$ cat config.mk
export PLATFORM = sky130hd
export DESIGN_NAME = tile_spawner_flat
export DESIGN_NICKNAME = d
export VERILOG_FILES = /design/src/rtl/tile_spawner_if.sv /design/src/rtl/tile_spawner.sv /design/src/flat_wrapper.sv
export SDC_FILE = /design/constraint.sdc
export NUM_CORES = 1
export LEC_CHECK = 0
export ABC_AREA = 1
export ABC_CLOCK_PERIOD_IN_PS = 4100
export BUFFER_PORTS_ARGS = -buffer_cell sky130_fd_sc_hd__buf_2
export CELL_PAD_IN_SITES_DETAIL_PLACEMENT = 0
export CELL_PAD_IN_SITES_GLOBAL_PLACEMENT = 1
export CORE_MARGIN = 4
export CORE_UTILIZATION = 39
export CTS_CLUSTER_DIAMETER = 40
export DETAILED_ROUTE_END_ITERATION = 12
export MAX_ROUTING_LAYER = met4
export PLACE_DENSITY = 0.86
export SLEW_MARGIN = 20
export SYNTH_ARGS = -nofsm -noshare
export SYNTH_HDL_FRONTEND = slang
export SYNTH_SLANG_ARGS = --single-unit
$ cat constraint.sdc
create_clock -name clk -period 4.1 [get_ports clk]
set_clock_uncertainty 0.2 [all_clocks]
set_input_delay 0.41 -clock clk [delete_from_list [all_inputs] [get_ports clk]]
set_output_delay 0.41 -clock clk [all_outputs]
set_load 0.01 [all_outputs]
$ cat src/rtl/tile_spawner_if.sv
// Spawn request / board write bundle between the game controller, the random
// generator and the tile spawner.
interface tile_spawner_if;
    logic        spawn_req;
    logic        spawn_two;
    logic [63:0] board;
    logic [1:0]  xCoor;
    logic [1:0]  yCoor;
    logic        rndNum;
    logic        spawn_busy;
    logic        wr_en;
    logic [1:0]  wr_x;
    logic [1:0]  wr_y;
    logic [3:0]  wr_val;
    logic        spawn_done;
    logic        no_space;

    modport master (
        output spawn_req, spawn_two, board, xCoor, yCoor, rndNum,
        input  spawn_busy, wr_en, wr_x, wr_y, wr_val, spawn_done, no_space
    );

    modport slave (
        input  spawn_req, spawn_two, board, xCoor, yCoor, rndNum,
        output spawn_busy, wr_en, wr_x, wr_y, wr_val, spawn_done, no_space
    );
endinterface

$ cat src/rtl/tile_spawner.sv
// Places one or two new tiles on the 4x4 board: random probes first, then a
// deterministic ascending scan so every placement finishes in bounded time.
module tile_spawner #(
    parameter int MAX_TRIES = 8,
    parameter int FOUR_BITS = 3
) (
    input logic           clk,
    input logic           rst_n,
    tile_spawner_if.slave bus
);
    typedef enum logic [2:0] {IDLE, CHECK, PROBE, SCAN, WRITE, DONE} state_t;

    state_t               state;
    logic [15:0]          mask;
    logic [15:0]          free;
    logic [3:0]           tries;
    logic [3:0]           scan_idx;
    logic [1:0]           remaining;
    logic [FOUR_BITS-1:0] rnd_hist;
    logic                 ns_latch;
    logic [3:0]           probe_idx;
    logic [3:0]           pick_val;

    // The mask covers our own writes, which the board may not show until after done.
    always_comb begin
        free = '0;
        for (int i = 0; i < 16; i++)
            free[i] = (bus.board[i*4 +: 4] == 4'd0) && !mask[i];
    end

    assign probe_idx = {bus.yCoor, bus.xCoor};
    assign pick_val  = (&rnd_hist) ? 4'd2 : 4'd1;

    always_ff @(posedge clk or negedge rst_n) begin
        if (!rst_n) begin
            state          <= IDLE;
            mask           <= '0;
            tries          <= '0;
            scan_idx       <= '0;
            remaining      <= '0;
            rnd_hist       <= '0;
            ns_latch       <= 1'b0;
            bus.spawn_busy <= 1'b0;
            bus.wr_en      <= 1'b0;
            bus.wr_x       <= '0;
            bus.wr_y       <= '0;
            bus.wr_val     <= '0;
            bus.spawn_done <= 1'b0;
            bus.no_space   <= 1'b0;
        end else begin
            rnd_hist       <= (rnd_hist << 1) | FOUR_BITS'(bus.rndNum);
            bus.wr_en      <= 1'b0;
            bus.spawn_done <= 1'b0;
            bus.no_space   <= 1'b0;
            case (state)
                IDLE: begin
                    // The done pulse is still visible here; a request in that cycle is dropped.
                    if (bus.spawn_req && !bus.spawn_done) begin
                        remaining      <= bus.spawn_two ? 2'd2 : 2'd1;
                        mask           <= '0;
                        bus.spawn_busy <= 1'b1;
                        state          <= CHECK;
                    end else begin
                        bus.spawn_busy <= 1'b0;
                    end
                end
                CHECK: begin
                    tries <= '0;
                    if (free == 16'd0) begin
                        ns_latch <= 1'b1;
                        state    <= DONE;
                    end else begin
                        state <= PROBE;
                    end
                end
                PROBE: begin
                    if (free[probe_idx]) begin
                        bus.wr_x   <= bus.xCoor;
                        bus.wr_y   <= bus.yCoor;
                        bus.wr_val <= pick_val;
                        state      <= WRITE;
                    end else if (tries == 4'(MAX_TRIES - 1)) begin
                        scan_idx <= '0;
                        state    <= SCAN;
                    end else begin
                        tries <= tries + 4'd1;
                    end
                end
                SCAN: begin
                    if (free[scan_idx]) begin
                        bus.wr_x   <= scan_idx[1:0];
                        bus.wr_y   <= scan_idx[3:2];
                        bus.wr_val <= pick_val;
                        state      <= WRITE;
                    end else begin
                        scan_idx <= scan_idx + 4'd1;
                    end
                end
                WRITE: begin
                    bus.wr_en                  <= 1'b1;
                    mask[{bus.wr_y, bus.wr_x}] <= 1'b1;
                    remaining                  <= remaining - 2'd1;
                    state                      <= (remaining == 2'd1) ? DONE : CHECK;
                end
                DONE: begin
                    bus.spawn_done <= 1'b1;
                    bus.no_space   <= ns_latch;
                    ns_latch       <= 1'b0;
                    state          <= IDLE;
                end
                default: state <= IDLE;
            endcase
        end
    end
endmodule

$ cat src/flat_wrapper.sv
// flat-port wrapper written by rule: the top's interface ports become plain ports
module tile_spawner_flat 
#(
    parameter int MAX_TRIES = 8,
    parameter int FOUR_BITS = 3
)
  (clk, rst_n, bus_spawn_req, bus_spawn_two, bus_board, bus_xCoor, bus_yCoor, bus_rndNum, bus_spawn_busy, bus_wr_en, bus_wr_x, bus_wr_y, bus_wr_val, bus_spawn_done, bus_no_space);
  tile_spawner_if bus_i ();
  input logic clk;
  input logic rst_n;
  input wire logic [$bits(bus_i.spawn_req)-1:0] bus_spawn_req;
  input wire logic [$bits(bus_i.spawn_two)-1:0] bus_spawn_two;
  input wire logic [$bits(bus_i.board)-1:0] bus_board;
  input wire logic [$bits(bus_i.xCoor)-1:0] bus_xCoor;
  input wire logic [$bits(bus_i.yCoor)-1:0] bus_yCoor;
  input wire logic [$bits(bus_i.rndNum)-1:0] bus_rndNum;
  output wire logic [$bits(bus_i.spawn_busy)-1:0] bus_spawn_busy;
  output wire logic [$bits(bus_i.wr_en)-1:0] bus_wr_en;
  output wire logic [$bits(bus_i.wr_x)-1:0] bus_wr_x;
  output wire logic [$bits(bus_i.wr_y)-1:0] bus_wr_y;
  output wire logic [$bits(bus_i.wr_val)-1:0] bus_wr_val;
  output wire logic [$bits(bus_i.spawn_done)-1:0] bus_spawn_done;
  output wire logic [$bits(bus_i.no_space)-1:0] bus_no_space;
  assign bus_i.spawn_req = bus_spawn_req;
  assign bus_i.spawn_two = bus_spawn_two;
  assign bus_i.board = bus_board;
  assign bus_i.xCoor = bus_xCoor;
  assign bus_i.yCoor = bus_yCoor;
  assign bus_i.rndNum = bus_rndNum;
  assign bus_spawn_busy = bus_i.spawn_busy;
  assign bus_wr_en = bus_i.wr_en;
  assign bus_wr_x = bus_i.wr_x;
  assign bus_wr_y = bus_i.wr_y;
  assign bus_wr_val = bus_i.wr_val;
  assign bus_spawn_done = bus_i.spawn_done;
  assign bus_no_space = bus_i.no_space;
  tile_spawner #(.MAX_TRIES(MAX_TRIES), .FOUR_BITS(FOUR_BITS)) u_core (.clk(clk), .rst_n(rst_n), .bus(bus_i));
endmodule
==> results.md, run 1 <==
- Outcome: completed
- Clock tree buffer depth: 2
- Final net count: 551
- Final GP Congestion: 0.890
- Flip-flop and latch count after synthesis: 43
- Initial antenna violation count: 0
- Crit start category: register
- Routed via count: 2,716
- Crit share post-route: 54.4%
- CORE AREA: 6790 µm²
- Worst-Margin Slew: 0.851 ns
- Vias in the first global route: 2,498
- HP Class: in2reg
- GR Util met3: 3.20%
- Post-Syn Area per Cell: 7.02 µm²
- Non-Filler Instances: 571
- CTS Sinks: 43
- Final setup margin: 1.87 ns
- # diodes: 0
- Synth async-reset ratio: 100%
- Total track usage: 18.5%
- Worst EP required: 4.07 ns
- Row cnt: 30
- Met1 Usage GRT: 25.3%
- Worst path cell trace: nor2_1 > inv_1 > nor2_1 > inv_2 > nand2_1 > nand2_1 > o21ai_0 > o21ai_0
- Initial Util: 40.3%
- Routed vias/inst: 4.76
- Clk pwr share: 15.3%
- Worst R2R Setup Slack: 1.87 ns
- CP Capture Point: u_core.remaining[0]
- Util after Layout: 48.9%
- CP delay by family, top: simple AND/OR/NAND/NOR gates
- Dpl ws: 1.86 ns
- Switch share: 44.8%
- Total negative slack: 0 ns
- R2R cell count: 8
- Buffers & Inverters on Critical Path: 2
- Largest net degree at the start of global routing: 44
- Ranking of synthesized cells by area: dfrtp_1 39%, nand2_1 14%, nor2_1 9.2%
- DR iter-0 viols: 158
- WS Path Type: reg2reg
- Post-synth top cells: 100 x nand2_1, 67 x nor2_1, 43 x dfrtp_1
- Synth area leader: dfrtp_1
- GRT Residual Overflow: 0
- R2r endpoint: u_core.remaining[0]
- CP endpoint kind: register
- Internal Power: 941 µW
- TritonCTS Buffers: 5
- CTS tree: built
- Seq/Total Area, Yosys: 39.3%
- CP startpoint: u_core.state[0]
- CTS root buffer: clkbuf_8
- Mapped Area: 2740 µm²
- Max cap viols: 0
- # placed instances: 563
- Share of the synthesized area in the top cell type: 39.3%
- Final min period: 2.23 ns
- Post-route antenna net violation count: 0
- Switching power: 763 µW
- Distinct cells, synth: 35
- Stages on the worst setup path: 8
- Synth Instances: 390
- Max H-tree Level: 2
- Worst-path fanout max: 13
- Drt pass-1 iters: 4
- Die span in x: 91.8 µm
- Top Usage Layer GRT: met2
- Critical path arrival: 2.20 ns
- Number of synthesized flops with an enable pin: 0
- Max Freq: 449 MHz
- Slew HR: 42.8%
- Pwr dens: 513 nW/µm²
- Comb power frac: 45.7%
- Boundary pin count: 85
- Die height: 91.8 µm
- Critical Path Slowest Stage Cell: nor2_1
- Ys flop type: dfrtp_1
- Top-count cell post-synth: nand2_1
- Sequential share of power: 39.0%
- Worst VDD drop: 262 µV
- R2R Path Start: u_core.state[0]
- Final setup fails: 0
- Die area: 8420 µm²
- Pleak: 0.00179 µW
- Worst stage delay on the critical path: 0.60 ns
- Clk slew on worst S/H paths: 0.08 ns
- Area growth, synth to finish: 21.4%
- Fin. Hold Viols: 0
- Port buffer count: 82
- Ys Warns: 0
- RSZ-0062 raised after global routing: false
- Wire length per cell: 12.8 µm
- Clk_lat worst skew: 0.29 ns
- Global-route wire length before repair: 12.2 mm
- Detailed placer's ending HPWL: 5.81 mm
- DRC violations left: 0
- Slew Limit Fails: 0
- WL final: 7.30 mm
- Layout cells sized above 1: 24.4%
- GRT met2 Usage: 27.8%
[power by group through the flow]
| stage | Sequential, µW | Clock, µW | Combinational (µW) |
|---|---|---|---|
| floorplan | 658 | 0 | 559 |
| global placement | 670 | 0 | 765 |
| detailed placement | 672 | 0 | 779 |
| CTS | 663 | 272 | 783 |
| global route | 685 | 289 | 903 |
| finish | 664 | 261 | 778 |
[routing by layer]
metal,part of all wire [%],up-vias
met5,0,-
met4,1.7,0
met3,6.7,11
met2,44,88
met1,48,1188
li1,-,1429
[cell families (layout without fill, tap and decap cells)]
group | Yosys count | count (layout) | synth area share, %
xor+xnor | 3 | 3 | 0.960
simple gates | 249 | 249 | 42.2
compound gates | 40 | 40 | 8.00
flops | 43 | 43 | 39.3
fa+ha+maj | 3 | 3 | 1.37
buf+inv | 51 | 135 | 8.05
other cells | 1 | 2 | 0.137
[worst min-delay path by stage]
stage                       startpoint             endpoint  slack (ns)  cells past startpoint
floorplan                        rst_n  u_core.bus.no_space       -0.09                      0
global placement    u_core.rnd_hist[1]   u_core.rnd_hist[2]        0.16                      0
finish                      bus_rndNum   u_core.rnd_hist[0]        0.02                      1
detailed placement  u_core.rnd_hist[0]   u_core.rnd_hist[1]        0.17                      0
global route                bus_rndNum   u_core.rnd_hist[0]        0.02                      1
CTS                         bus_rndNum   u_core.rnd_hist[0]        0.01                      1
[stage by stage]
step / instance area [µm²] / hold slack [ns] / power (µW)
floorplan: 2740 / -0.0856 / 1220
global placement: 3230 / 0.164 / 1440
detailed placement: 3230 / 0.168 / 1450
CTS: 3310 / 0.0118 / 1720
global route: 3320 / 0.0164 / 1880
finish: 3320 / 0.0203 / 1700
[state kept, by name, indices dropped and copies added (netlist names), 2 cells and up]
| name | cells |
|---|---|
| u_core.mask | 16 |
| u_core.scan_idx | 4 |
| u_core.tries | 4 |
| u_core.rnd_hist | 3 |
| u_core.state | 3 |
| u_core.bus.wr_val | 2 |
| u_core.bus.wr_x | 2 |
| u_core.bus.wr_y | 2 |
| u_core.remaining | 2 |
[timing repair]
item	in CTS	in global routing
gates resized for setup	0	0
setup buffers	0	0
hold buffers	0	1
hold endpoints to repair	0	43
[layout by cell type, fill, tap and decap left out, types with 2 or more instances in the layout]
master	count
nor2_1	67
nand2_4	3
nand3b_1	4
nand3_1	39
o21ai_1	4
buf_2	81
nand2_2	4
nor3_1	10
ha_1	3
a21oi_1	3
nand4_1	10
o21ai_0	27
inv_2	3
xor2_1	2
nand2_1	100
conb_1	2
dfrtp_1	43
nand3_2	2
o21ai_2	4
clkbuf_8	5
nor2_2	3
inv_1	40
[final cells by class]
type | count | area [µm²]
clock buffers | 5 | 68.8
clock inverters | 2 | 13.8
fillers | 693 | 3470
inverters | 45 | 176
multi-input cells | 297 | 1440
flip-flops and latches | 43 | 1080
well taps | 96 | 120
repair buffers | 83 | 423
Power figures use the tool's default switching activity.
==> run 2: changes to the inputs <==
ABC_CLOCK_PERIOD_IN_PS = 1900   (was 4100)
CORE_UTILIZATION = 32   (was 39)
PLACE_DENSITY = 0.76   (was 0.86)
clock period = 1.9 ns   (was 4.1 ns; I/O delays follow)
==> run 2 against run 1 <==
Via count increased by 3.6%; power increased by 130%; critical path depth increased by 2; sequential cell count unchanged; largest cell class unchanged; die area increased by 20%; largest power group unchanged; final area increased by 6.1%; sequential share of layout area decreased by 1.8 points.
==> results.md, run 2 (synthesis results as in run 1) <==
- RSZ-0062 raised after global routing: true (was false)
- Vias in the first global route: 2,764 (was 2,498)
- Pleak: 0.00187 µW (was 0.00179 µW)
- WL final: 7.96 mm (was 7.30 mm)
- Die span in x: 100 µm (was 91.8 µm)
- FILL cells: 882 (was 693)
- Clk pwr share: 17.5% (was 15.3%)
- Clk_lat worst skew: 0.30 ns (was 0.29 ns)
- Initial Util: 33.1% (was 40.3%)
- Register area: 1080 µm² (about the same)
- Largest net degree at the start of global routing: 44 (unchanged)
- Total negative slack: 0 ns (unchanged)
- Crit start category: register (unchanged)
- Layout cells sized above 1: 28.4% (was 24.4%)
- Die area: 10,100 µm² (was 8420 µm²)
- Sequential share of power: 35.4% (was 39.0%)
- Worst-Margin Slew: 0.561 ns (was 0.851 ns)
- Slew Limit Fails: 0 (unchanged)
- Total track usage: 16.6% (was 18.5%)
- Max H-tree Level: 2 (unchanged)
- Slew HR: 62.6% (was 42.8%)
- Fin. Hold Viols: 0 (unchanged)
- CORE AREA: 8260 µm² (was 6790 µm²)
- # diodes: 0 (unchanged)
- Pwr dens: 1130 nW/µm² (was 513 nW/µm²)
- Comb power frac: 47.1% (was 45.7%)
- Top Registers: u_core.mask: 16 flops, u_core.scan_idx: 4 flops, u_core.tries: 4 flops (unchanged)
- Internal Power: 2270 µW (was 941 µW)
- Cell Area, Placed: 3280 µm² (was 3230 µm²)
- Final net count: 565 (was 551)
- Most frequent cells in the layout: 99 x nand2_1, 82 x buf_2, 65 x nor2_1, 42 x dfrtp_1, 40 x inv_1 (was 100 x nand2_1, 81 x buf_2, 67 x nor2_1, 43 x dfrtp_1, 40 x inv_1)
- Final Cell Area: 3520 µm² (was 3320 µm²)
- CTS root buffer: clkbuf_8 (unchanged)
- Die height: 100 µm (was 91.8 µm)
- Worst-path fanout max: 10 (was 13)
- Routed vias/inst: 4.74 (was 4.76)
- Area growth, synth to finish: 28.8% (was 21.4%)
- CTS Sinks: 43 (unchanged)
- HP Class: in2reg (unchanged)
- Final setup margin: 0.123 ns (was 1.87 ns)
- Switch share: 43.0% (was 44.8%)
- Row cnt: 33 (was 30)
- Max cap viols: 0 (unchanged)
- Clk slew on worst S/H paths: 0.08 ns (about the same)
- Worst VDD drop: 462 µV (was 262 µV)
- Switching power: 1710 µW (was 763 µW)
- Outcome: completed (unchanged)
- Power Total: 3980 µW (was 1700 µW)
- Top reg by flops: u_core.mask (unchanged)
- Detailed placer's ending HPWL: 6.33 mm (was 5.81 mm)
- Global-route wire length before repair: 12.9 mm (was 12.2 mm)
- Port buffer count: 82 (unchanged)
- CP endpoint kind: register (unchanged)
- Boundary pin count: 85 (unchanged)
- Crit share post-route: 93.5% (was 54.4%)
- DRC violations left: 0 (unchanged)
- Worst EP required: 1.93 ns (was 4.07 ns)
- Final min period: 1.78 ns (was 2.23 ns)
- Final GP Congestion: 0.883 (was 0.890)
- GRT Residual Overflow: 0 (unchanged)
- DR iter-0 viols: 197 (was 158)
- Critical path arrival: 1.80 ns (was 2.20 ns)
- CTS tree: built (unchanged)
- Util after Layout: 42.7% (was 48.9%)
- TritonCTS Buffers: 5 (unchanged)
- Final setup fails: 0 (unchanged)
- Wire length per cell: 13.4 µm (was 12.8 µm)
- Clock tree buffer depth: 2 (unchanged)
- Initial antenna violation count: 0 (unchanged)
- Multi-input logic area: 1510 µm² (was 1440 µm²)
- Post-route antenna net violation count: 0 (unchanged)
- Dpl ws: 0.0935 ns (was 1.86 ns)
- WS Path Type: reg2reg (unchanged)
- Max FFs per register: 16 (unchanged)
- Max Freq: 563 MHz (was 449 MHz)
- Drt pass-1 iters: 5 (was 4)
- Routed via count: 2,815 (was 2,716)
- Most common cell after layout, fill and taps aside: nand2_1 (unchanged)
-- run 2: cell types whose count changed in the layout (fill, tap and decap cells not counted), sizes merged --
| cell | before | now |
|---|---|---|
| dlygate4sd3 | 1 | 3 |
| buf | 82 | 93 |
| clkbuf | 5 | 6 |
| clkinv | 2 | 0 |
| nand3 | 42 | 43 |
| bufinv | 0 | 1 |
-- run 2: power by group through the flow --
stage	Combinational, µW	Clock, µW	Sequential, µW
detailed placement	1800	0	1420
global placement	1780	0	1400
CTS	1820	724	1410
finish	1870	695	1410
floorplan	1210	0	1420
global route	2120	764	1440
-- run 2: cell type report --
class / instances / share of cell area (%)
Timing Repair Buffer: 96 / 14.9
Clock buffer: 6 / 2.06
Tap cell: 105 / 3.73
Sequential cell: 43 / 30.6
Inverter: 45 / 5.01
Clock inverter: 1 / 0.852
Multi-Input combinational cell: 298 / 42.8
-- run 2: layer usage --
metal / up-vias / global-route usage [%] / wire length (µm)
met5: - / - / 0
met4: 0 / 4.87 / 91
met3: 6 / 2.91 / 442
met2: 85 / 27.7 / 3870
met1: 1277 / 20.6 / 3560
li1: 1447 / - / -
-- run 2: worst paths after layout --
check | from | end | slack (ns) | cells past startpoint
worst max-delay path | u_core.mask[9] | u_core.bus.wr_x[1] | 0.12 | 10
worst min-delay path | bus_spawn_req | u_core.remaining[0] | 0.11 | 5
worst max register to register | u_core.mask[9] | u_core.bus.wr_x[1] | 0.12 | 10
worst min register to register | u_core.rnd_hist[0] | u_core.rnd_hist[1] | 0.18 | 0
max in group asynchronous | rst_n | u_core.scan_idx[2] | 0.78 | 3
min in group asynchronous | rst_n | u_core.mask[10] | 0.30 | 3
-- run 2: metrics by stage --
step | hold slack [ns] | instances
finish | 0.114 | 594
global route | 0.114 | 594
CTS | 0.101 | 588
detailed placement | 0.0996 | 578
global placement | 0.0987 | 578
floorplan | -0.306 | 391
-- run 2: timing repair --
action / CTS / global route
hold buffers: 3 / 0
endpoints found under the hold margin: 46 / 0
buffers inserted: 0 / 5
setup endpoints to repair: 0 / 18
gates resized for setup: 0 / 16
-- run 2: critical path, stage by stage, from the launching register on --
cell,delay [ns]
dfrtp_1,0.38
nand3b_1,0.23
nand2_1,0.09
nand2_1,0.05
nand2_1,0.08
nand3_1,0.10
nand3_2,0.12
nand3_4,0.16
nand2_8,0.13
nand2_1,0.06
o21ai_1,0.08
